### src/rtl/control_fsm_pkg.sv
// -----------------------------------------------------------------------------
// cu_pkg: shared types and constants for the control_fsm sequencer.
//   - state_t   : sequencer state encoding (also shown on CurrentState/NextState)
//   - OP_*      : instruction opcodes carried in IR[15:12]
//   - ALU_*     : ALU function select codes driven on ALU_s0
// -----------------------------------------------------------------------------
package cu_pkg;

  typedef enum logic [3:0] {
    ST_INIT   = 4'd0,
    ST_FETCH  = 4'd1,
    ST_DECODE = 4'd2,
    ST_NOOP   = 4'd3,
    ST_LOAD_A = 4'd4,
    ST_LOAD_B = 4'd5,
    ST_STORE  = 4'd6,
    ST_ADD    = 4'd7,
    ST_SUB    = 4'd8,
    ST_HALT   = 4'd9
  } state_t;

  localparam logic [3:0] OP_NOOP  = 4'h0;
  localparam logic [3:0] OP_STORE = 4'h1;
  localparam logic [3:0] OP_LOAD  = 4'h2;
  localparam logic [3:0] OP_ADD   = 4'h3;
  localparam logic [3:0] OP_SUB   = 4'h4;
  localparam logic [3:0] OP_HALT  = 4'h5;

  localparam logic [2:0] ALU_PASS = 3'd0;
  localparam logic [2:0] ALU_ADD  = 3'd1;
  localparam logic [2:0] ALU_SUB  = 3'd2;

endpackage

### src/rtl/control_fsm_if.sv
// -----------------------------------------------------------------------------
// control_fsm_if: bundle between the control unit and the datapath.
//   IR            : latched instruction from the IR register (datapath -> CU)
//   PC_clr/PC_up  : program counter clear / increment
//   IM_rd, IR_ld  : instruction memory read, IR load enable
//   D_addr, D_wr  : data memory address / write enable
//   RF_*          : register file write/read ports and write-data mux select
//   ALU_s0        : ALU function select
//   Halted        : processor halted flag
//   CurrentState / NextState : debug view of the sequencer
// Modports: master = control unit, slave = datapath side.
// -----------------------------------------------------------------------------
interface control_fsm_if #(
  parameter int DADDR_W = 8,
  parameter int RADDR_W = 4,
  parameter int ALUS_W  = 3
);

  logic [15:0]        IR;
  logic               PC_clr;
  logic               PC_up;
  logic               IM_rd;
  logic               IR_ld;
  logic [DADDR_W-1:0] D_addr;
  logic               D_wr;
  logic               RF_s;
  logic [RADDR_W-1:0] RF_W_addr;
  logic               RF_W_en;
  logic [RADDR_W-1:0] RF_Ra_addr;
  logic               RF_Ra_rd;
  logic [RADDR_W-1:0] RF_Rb_addr;
  logic               RF_Rb_rd;
  logic [ALUS_W-1:0]  ALU_s0;
  logic               Halted;
  logic [3:0]         CurrentState;
  logic [3:0]         NextState;

  modport master (
    input  IR,
    output PC_clr, PC_up, IM_rd, IR_ld, D_addr, D_wr, RF_s,
           RF_W_addr, RF_W_en, RF_Ra_addr, RF_Ra_rd, RF_Rb_addr, RF_Rb_rd,
           ALU_s0, Halted, CurrentState, NextState
  );

  modport slave (
    output IR,
    input  PC_clr, PC_up, IM_rd, IR_ld, D_addr, D_wr, RF_s,
           RF_W_addr, RF_W_en, RF_Ra_addr, RF_Ra_rd, RF_Rb_addr, RF_Rb_rd,
           ALU_s0, Halted, CurrentState, NextState
  );

endinterface

### src/rtl/control_fsm_inst_decode.sv
// -----------------------------------------------------------------------------
// inst_decode: purely combinational split of the latched instruction.
//   ir        : 16-bit instruction word
//   opcode    : IR[15:12]
//   st_src    : STORE source register      IR[11:8]
//   st_addr   : STORE data address         IR[7:0]
//   ld_addr   : LOAD data address          IR[11:4]
//   ld_dest   : LOAD destination register  IR[3:0]
//   ra/rb/rd  : ADD/SUB operand A, operand B, destination
// -----------------------------------------------------------------------------
module inst_decode (
  input  logic [15:0] ir,
  output logic [3:0]  opcode,
  output logic [3:0]  st_src,
  output logic [7:0]  st_addr,
  output logic [7:0]  ld_addr,
  output logic [3:0]  ld_dest,
  output logic [3:0]  ra,
  output logic [3:0]  rb,
  output logic [3:0]  rd
);

  assign opcode  = ir[15:12];
  assign st_src  = ir[11:8];
  assign st_addr = ir[7:0];
  assign ld_addr = ir[11:4];
  assign ld_dest = ir[3:0];
  assign ra      = ir[11:8];
  assign rb      = ir[7:4];
  assign rd      = ir[3:0];

endmodule

### src/rtl/control_fsm.sv
// -----------------------------------------------------------------------------
// control_fsm: fetch/decode/execute sequencer for the 16-bit processor.
//   Clk   : rising-edge clock
//   Reset : asynchronous active-high reset, forces INIT
//   bus   : control_fsm_if master modport (IR in, all control strobes out)
// Control outputs are registered: at each edge the value for the state being
// entered is computed from next_state and the IR fields, so they are glitch
// free and equal to a Moore decode of the current state. IR only changes at
// the edge leaving FETCH, and DECODE drives nothing, so every execute state
// sees the same IR that was used to compute its registered outputs.
// -----------------------------------------------------------------------------
module control_fsm
  import cu_pkg::*;
#(
  parameter int DADDR_W = 8,
  parameter int RADDR_W = 4,
  parameter int ALUS_W  = 3
) (
  input  logic           Clk,
  input  logic           Reset,
  control_fsm_if.master  bus
);

  logic [3:0] opcode;
  logic [3:0] st_src;
  logic [7:0] st_addr;
  logic [7:0] ld_addr;
  logic [3:0] ld_dest;
  logic [3:0] ra;
  logic [3:0] rb;
  logic [3:0] rd;

  inst_decode u_dec (
    .ir      (bus.IR),
    .opcode  (opcode),
    .st_src  (st_src),
    .st_addr (st_addr),
    .ld_addr (ld_addr),
    .ld_dest (ld_dest),
    .ra      (ra),
    .rb      (rb),
    .rd      (rd)
  );

  state_t             state_reg, state_next;
  logic               pc_clr_reg, pc_clr_next;
  logic               pc_up_reg, pc_up_next;
  logic               im_rd_reg, im_rd_next;
  logic               ir_ld_reg, ir_ld_next;
  logic [DADDR_W-1:0] d_addr_reg, d_addr_next;
  logic               d_wr_reg, d_wr_next;
  logic               rf_s_reg, rf_s_next;
  logic [RADDR_W-1:0] w_addr_reg, w_addr_next;
  logic               w_en_reg, w_en_next;
  logic [RADDR_W-1:0] ra_addr_reg, ra_addr_next;
  logic               ra_rd_reg, ra_rd_next;
  logic [RADDR_W-1:0] rb_addr_reg, rb_addr_next;
  logic               rb_rd_reg, rb_rd_next;
  logic [ALUS_W-1:0]  alu_reg, alu_next;
  logic               halted_reg, halted_next;

  // Next-state logic; unknown encodings fall back to INIT.
  always_comb begin
    state_next = ST_INIT;
    case (state_reg)
      ST_INIT:   state_next = ST_FETCH;
      ST_FETCH:  state_next = ST_DECODE;
      ST_DECODE: begin
        case (opcode)
          OP_STORE: state_next = ST_STORE;
          OP_LOAD:  state_next = ST_LOAD_A;
          OP_ADD:   state_next = ST_ADD;
          OP_SUB:   state_next = ST_SUB;
          OP_HALT:  state_next = ST_HALT;
          default:  state_next = ST_NOOP;
        endcase
      end
      ST_NOOP:   state_next = ST_FETCH;
      ST_LOAD_A: state_next = ST_LOAD_B;
      ST_LOAD_B: state_next = ST_FETCH;
      ST_STORE:  state_next = ST_FETCH;
      ST_ADD:    state_next = ST_FETCH;
      ST_SUB:    state_next = ST_FETCH;
      ST_HALT:   state_next = ST_HALT;
      default:   state_next = ST_INIT;
    endcase
  end

  // Output values for the state about to be entered.
  always_comb begin
    pc_clr_next  = 1'b0;
    pc_up_next   = 1'b0;
    im_rd_next   = 1'b0;
    ir_ld_next   = 1'b0;
    d_addr_next  = '0;
    d_wr_next    = 1'b0;
    rf_s_next    = 1'b0;
    w_addr_next  = '0;
    w_en_next    = 1'b0;
    ra_addr_next = '0;
    ra_rd_next   = 1'b0;
    rb_addr_next = '0;
    rb_rd_next   = 1'b0;
    alu_next     = ALUS_W'(ALU_PASS);
    halted_next  = 1'b0;
    case (state_next)
      ST_INIT:  pc_clr_next = 1'b1;
      ST_FETCH: begin
        im_rd_next = 1'b1;
        pc_up_next = 1'b1;
        ir_ld_next = 1'b1;
      end
      ST_LOAD_A: d_addr_next = DADDR_W'(ld_addr);
      ST_LOAD_B: begin
        d_addr_next = DADDR_W'(ld_addr);
        rf_s_next   = 1'b1;
        w_addr_next = RADDR_W'(ld_dest);
        w_en_next   = 1'b1;
      end
      ST_STORE: begin
        ra_addr_next = RADDR_W'(st_src);
        ra_rd_next   = 1'b1;
        d_addr_next  = DADDR_W'(st_addr);
        d_wr_next    = 1'b1;
      end
      ST_ADD, ST_SUB: begin
        ra_addr_next = RADDR_W'(ra);
        ra_rd_next   = 1'b1;
        rb_addr_next = RADDR_W'(rb);
        rb_rd_next   = 1'b1;
        alu_next     = (state_next == ST_ADD) ? ALUS_W'(ALU_ADD) : ALUS_W'(ALU_SUB);
        w_addr_next  = RADDR_W'(rd);
        w_en_next    = 1'b1;
      end
      ST_HALT: halted_next = 1'b1;
      default: ;
    endcase
  end

  // Asynchronous reset lands directly in INIT with only PC_clr active, so any
  // in-flight write strobe drops without waiting for a clock edge.
  always_ff @(posedge Clk or posedge Reset) begin
    if (Reset) begin
      state_reg   <= ST_INIT;
      pc_clr_reg  <= 1'b1;
      pc_up_reg   <= 1'b0;
      im_rd_reg   <= 1'b0;
      ir_ld_reg   <= 1'b0;
      d_addr_reg  <= '0;
      d_wr_reg    <= 1'b0;
      rf_s_reg    <= 1'b0;
      w_addr_reg  <= '0;
      w_en_reg    <= 1'b0;
      ra_addr_reg <= '0;
      ra_rd_reg   <= 1'b0;
      rb_addr_reg <= '0;
      rb_rd_reg   <= 1'b0;
      alu_reg     <= '0;
      halted_reg  <= 1'b0;
    end else begin
      state_reg   <= state_next;
      pc_clr_reg  <= pc_clr_next;
      pc_up_reg   <= pc_up_next;
      im_rd_reg   <= im_rd_next;
      ir_ld_reg   <= ir_ld_next;
      d_addr_reg  <= d_addr_next;
      d_wr_reg    <= d_wr_next;
      rf_s_reg    <= rf_s_next;
      w_addr_reg  <= w_addr_next;
      w_en_reg    <= w_en_next;
      ra_addr_reg <= ra_addr_next;
      ra_rd_reg   <= ra_rd_next;
      rb_addr_reg <= rb_addr_next;
      rb_rd_reg   <= rb_rd_next;
      alu_reg     <= alu_next;
      halted_reg  <= halted_next;
    end
  end

  assign bus.PC_clr       = pc_clr_reg;
  assign bus.PC_up        = pc_up_reg;
  assign bus.IM_rd        = im_rd_reg;
  assign bus.IR_ld        = ir_ld_reg;
  assign bus.D_addr       = d_addr_reg;
  assign bus.D_wr         = d_wr_reg;
  assign bus.RF_s         = rf_s_reg;
  assign bus.RF_W_addr    = w_addr_reg;
  assign bus.RF_W_en      = w_en_reg;
  assign bus.RF_Ra_addr   = ra_addr_reg;
  assign bus.RF_Ra_rd     = ra_rd_reg;
  assign bus.RF_Rb_addr   = rb_addr_reg;
  assign bus.RF_Rb_rd     = rb_rd_reg;
  assign bus.ALU_s0       = alu_reg;
  assign bus.Halted       = halted_reg;
  assign bus.CurrentState = state_reg;
  assign bus.NextState    = state_next;

endmodule

### src/flat_wrapper.sv
// flat-port wrapper written by rule: the top's interface ports become plain ports
module control_fsm_flat import cu_pkg::*;
#(
  parameter int DADDR_W = 8,
  parameter int RADDR_W = 4,
  parameter int ALUS_W  = 3
)
  (Clk, Reset, bus_IR, bus_PC_clr, bus_PC_up, bus_IM_rd, bus_IR_ld, bus_D_addr, bus_D_wr, bus_RF_s, bus_RF_W_addr, bus_RF_W_en, bus_RF_Ra_addr, bus_RF_Ra_rd, bus_RF_Rb_addr, bus_RF_Rb_rd, bus_ALU_s0, bus_Halted, bus_CurrentState, bus_NextState);
  control_fsm_if #(.DADDR_W(DADDR_W), .RADDR_W(RADDR_W), .ALUS_W(ALUS_W)) bus_i ();
  input  logic Clk;
  input  logic Reset;
  input wire logic [$bits(bus_i.IR)-1:0] bus_IR;
  output wire logic [$bits(bus_i.PC_clr)-1:0] bus_PC_clr;
  output wire logic [$bits(bus_i.PC_up)-1:0] bus_PC_up;
  output wire logic [$bits(bus_i.IM_rd)-1:0] bus_IM_rd;
  output wire logic [$bits(bus_i.IR_ld)-1:0] bus_IR_ld;
  output wire logic [$bits(bus_i.D_addr)-1:0] bus_D_addr;
  output wire logic [$bits(bus_i.D_wr)-1:0] bus_D_wr;
  output wire logic [$bits(bus_i.RF_s)-1:0] bus_RF_s;
  output wire logic [$bits(bus_i.RF_W_addr)-1:0] bus_RF_W_addr;
  output wire logic [$bits(bus_i.RF_W_en)-1:0] bus_RF_W_en;
  output wire logic [$bits(bus_i.RF_Ra_addr)-1:0] bus_RF_Ra_addr;
  output wire logic [$bits(bus_i.RF_Ra_rd)-1:0] bus_RF_Ra_rd;
  output wire logic [$bits(bus_i.RF_Rb_addr)-1:0] bus_RF_Rb_addr;
  output wire logic [$bits(bus_i.RF_Rb_rd)-1:0] bus_RF_Rb_rd;
  output wire logic [$bits(bus_i.ALU_s0)-1:0] bus_ALU_s0;
  output wire logic [$bits(bus_i.Halted)-1:0] bus_Halted;
  output wire logic [$bits(bus_i.CurrentState)-1:0] bus_CurrentState;
  output wire logic [$bits(bus_i.NextState)-1:0] bus_NextState;
  assign bus_i.IR = bus_IR;
  assign bus_PC_clr = bus_i.PC_clr;
  assign bus_PC_up = bus_i.PC_up;
  assign bus_IM_rd = bus_i.IM_rd;
  assign bus_IR_ld = bus_i.IR_ld;
  assign bus_D_addr = bus_i.D_addr;
  assign bus_D_wr = bus_i.D_wr;
  assign bus_RF_s = bus_i.RF_s;
  assign bus_RF_W_addr = bus_i.RF_W_addr;
  assign bus_RF_W_en = bus_i.RF_W_en;
  assign bus_RF_Ra_addr = bus_i.RF_Ra_addr;
  assign bus_RF_Ra_rd = bus_i.RF_Ra_rd;
  assign bus_RF_Rb_addr = bus_i.RF_Rb_addr;
  assign bus_RF_Rb_rd = bus_i.RF_Rb_rd;
  assign bus_ALU_s0 = bus_i.ALU_s0;
  assign bus_Halted = bus_i.Halted;
  assign bus_CurrentState = bus_i.CurrentState;
  assign bus_NextState = bus_i.NextState;
  control_fsm #(.DADDR_W(DADDR_W), .RADDR_W(RADDR_W), .ALUS_W(ALUS_W)) u_core (.Clk(Clk), .Reset(Reset), .bus(bus_i));
endmodule
### config.mk
export PLATFORM = sky130hd
export DESIGN_NAME = control_fsm_flat
export DESIGN_NICKNAME = d
export VERILOG_FILES = /design/src/rtl/control_fsm_pkg.sv /design/src/rtl/control_fsm_if.sv /design/src/rtl/control_fsm_inst_decode.sv /design/src/rtl/control_fsm.sv /design/src/flat_wrapper.sv
export SDC_FILE = /design/constraint.sdc
export NUM_CORES = 1
export LEC_CHECK = 0
export ABC_AREA = 0
export BUFFER_PORTS_ARGS = -buffer_cell sky130_fd_sc_hd__clkbuf_2
export CORE_ASPECT_RATIO = 1.5
export CORE_UTILIZATION = 30
export CTS_BUF_LIST = sky130_fd_sc_hd__clkbuf_8 sky130_fd_sc_hd__clkbuf_16
export CTS_CLUSTER_DIAMETER = 30
export DETAILED_ROUTE_END_ITERATION = 10
export SYNTH_ARGS = -nofsm -noshare
export SYNTH_HDL_FRONTEND = slang
export SYNTH_HIERARCHICAL = 1
export SYNTH_SLANG_ARGS = --single-unit
### constraint.sdc
create_clock -name Clk -period 3 [get_ports Clk]
set_input_delay 0.3 -clock Clk [delete_from_list [all_inputs] [get_ports Clk]]
set_output_delay 0.3 -clock Clk [all_outputs]
set_load 0.005 [all_outputs]
==> metrics <==
synthesized instance count=between 150 and 200; initial DRC count=75; ant diodes=0; Post-CTS Setup Bufs=0; largest net degree at the start of global routing=23; CP Depth=5; grt met3 use=0.04051; adder-cell share of the synthesized area=0; Leak Pwr=between 1 and 1.5 nW; Critical Path AT=2.18 ns; Yosys reg bits=34; type of origin of the critical path=flop; vias in the first global route=1199; Slew HR=0.4577; DR WL/cell=between 10 and 15 um; Worst Setup SP=u_core/bus.CurrentState[0]$_DFF_PP0_; Max Slew Vio Count=0; sum of buffers and inverters on the critical path=1; filler-free cell count of the finished design=approximately 270; Initial Util=0.3149; Fillers=608; max-cap viol count=0; Power, Total=1.257 mW; worst-margin pin slew=slightly above 0.8 ns; Synth Area in Compound Gates=0.1962; Top FF cell, synth=dfrtp_1; layout cell share with drive strength beyond 1=0.4404; post-synthesis cell type count=between 40 and 50; CTS Sinks=34; post-layout util=0.3407; die area=around 0.0065 sq mm; antenna viol nets, final=0; Seq. cell area=~850 sq um; initial antenna violation count=0; TritonCTS clock tree=built; R2R cell count=4; placed cells=about 260; setup TNS=0 ns; most numerous cell on the critical path=nor2_1; Peak VDD IR=about 0.00022 V; Top delay family on crit path=simple AND/OR/NAND/NOR gates; EDFF count, synth=0; reg2reg start=u_core/bus.CurrentState[2]$_DFF_PP0_; Pwr per Cell Area=roughly 620 mW/mm^2; CTS HTree Levels=2; Total Nets Final=210; Critical Path, Cell by Cell=nor3b_1, o21bai_1, nor2_1, nor2_1, clkbuf_2; Max Fclk=403.0 MHz; grt total ovfl=0; Vias=about 1200; met1 GRT Util=0.1520; Core Region=roughly 0.0059 sq mm; chip width=between 60 and 70 um; Final Critical Period=~2.5 ns; Min Hold Slack=0.1390 ns; clock buffer depth=2; Critical Path RT=2.70 ns; GRT Util Overall=0.1312; post-DP HPWL=2981 um; Hold Buf Count CTS=0; final hold viol count=0; commonest non-fill, non-tap cell in the layout=clkbuf_2; DRT Wirelength=slightly below 4000 um; R2R Setup Slk=between 0.6 and 0.7 ns; multiplexer share of the synthesized area=0; gpl congestion=between 0.7 and 0.8; Synth Area in XOR/XNOR=0.004704; slowest CP cell=dfrtp_1; crit end category=output pin; status=completed; area grow syn2layout=8.199%; residual DRC count=0; Via density=4.634; critical path peak fanout=13; Post-synth ARST share=1.000; max incr delay on CP=about 0.58 ns; die height=a little under 100 um; Root Buffer=clkbuf_8; Critical Path End=bus_NextState[0]; # setup viols final=0; cts bufs inserted=5; final clock skew=between 0.003 and 0.004 ns; Clock Latency Late Sink=0.29 ns; Ports=59; R2R Path End=u_core/bus.RF_Rb_addr[3]$_DFF_PP0_; simple-gate area share of the yosys netlist=0.1169; Post-Syn Area=0.001862 sq mm; RSZ-0062 raised after global routing=no; syn_area_per_cell=10.70 sq um; Crit Path Class=flop to output pin; Post-Syn Nets=192; Hold Crit Class=input pin to async pin; commonest cells after routing, fill and taps aside=57 x clkbuf_2, 33 x dfrtp_1, 13 x inv_1; clock-pin slew on the worst setup and hold paths=roughly 0.07 ns; area of the multi-input gates=between 500 and 600 sq um; largest family of logic cells by synthesized area=buffers and inverters; Pre-antenna DRT Iters=4; GR peak layer=met2; Warnings, synthesis=6; row cnt=34; GR Util met2=0.2080; # port buffers=57; final worst-path cycle share=0.8271; Seq/Total Area, Yosys=0.4577; post-CTS resize count=0; first-pass GRT wire length=6203 um
registers in the layout, summed over array words and instances, names as in the netlist:
register	count
u_core/bus.Halted	1
u_core/bus.ALU_s0	2
u_core/bus.RF_Ra_addr	4
u_core/bus.RF_Rb_addr	4
u_core/bus.CurrentState	4
u_core/bus.RF_s	1
u_core/bus.RF_W_addr	4
u_core/bus.D_wr	1
u_core/bus.RF_Ra_rd	1
u_core/bus.RF_W_en	1
u_core/bus.RF_Rb_rd	1
u_core/bus.IR_ld	1
u_core/bus.PC_clr	1
u_core/bus.D_addr	8
cell families after synthesis:
logic type,after synthesis
buffers and inverters,63
AO/OA/AOI/OAI,41
flip-flops,34
AND/OR/NAND/NOR,34
XOR/XNOR,1
other,1
cell usage after synthesis, types with 3 or more instances:
library cell	number	area share
nor2_1	5	0.010
o221ai_1	4	0.019
dfrtp_1	33	0.44
buf_4	44	0.18
inv_1	13	0.026
nand3_1	9	0.024
a21boi_1	3	0.012
a32oi_1	4	0.019
a22o_2	8	0.043
nor3b_1	3	0.012
o21a_1	4	0.016
nand2_1	3	0.0060
o21ai_1	4	0.011
layout make-up:
cell class,instances,share of cell area
flip-flops and latches,34,0.4230
clock buffers,5,0.03416
repair buffers,60,0.1528
inverters,14,0.02733
clock inverters,3,0.02236
multi-input cells,77,0.2957
well taps,72,0.04472
power by group:
group / switching (mW) / internal [mW] / total [mW]
combinational: 0.161 / 0.121 / 0.282
clock: 0.177 / 0.247 / 0.424
sequential: 0.0536 / 0.497 / 0.550
total: 0.392 / 0.865 / 1.26
stage by stage:
| step | cell area (sq um) | setup slack [ns] |
|---|---|---|
| after detailed placement | 1901 | 0.6949 |
| after CTS | 2014 | 0.5366 |
| after global routing | 2014 | 0.3791 |
| after floorplan | 1862 | 1.059 |
| final | 2014 | 0.5187 |
| after global placement | 1901 | 0.7530 |
worst min path at each step:
stage,startpoint,endpoint,slack [ns],cells after the start
after global placement,Reset,u_core/bus.D_wr$_DFF_PP0_,0.48,2
final,Reset,u_core/bus.D_wr$_DFF_PP0_,0.14,2
after floorplan,Reset,u_core/bus.ALU_s0[0]$_DFF_PP0_,0.44,1
after detailed placement,Reset,u_core/bus.D_wr$_DFF_PP0_,0.49,2
after global routing,Reset,u_core/bus.RF_Rb_rd$_DFF_PP0_,0.23,2
after CTS,Reset,u_core/bus.D_addr[1]$_DFF_PP0_,0.17,2
worst reg2reg max path, stage by stage (launching register included):
cell,delay [ns]
dfrtp_1,0.51
or4b_4,0.62
nor4_4,0.46
o211ai_2,0.39
a21boi_0,0.26
per-layer routing:
metal	share of wire	wire length (um)
met4	0.031	123
met5	0	0
met3	0.052	204
met1	0.41	1614
met2	0.51	1999
(Power assumes the default switching activity.)
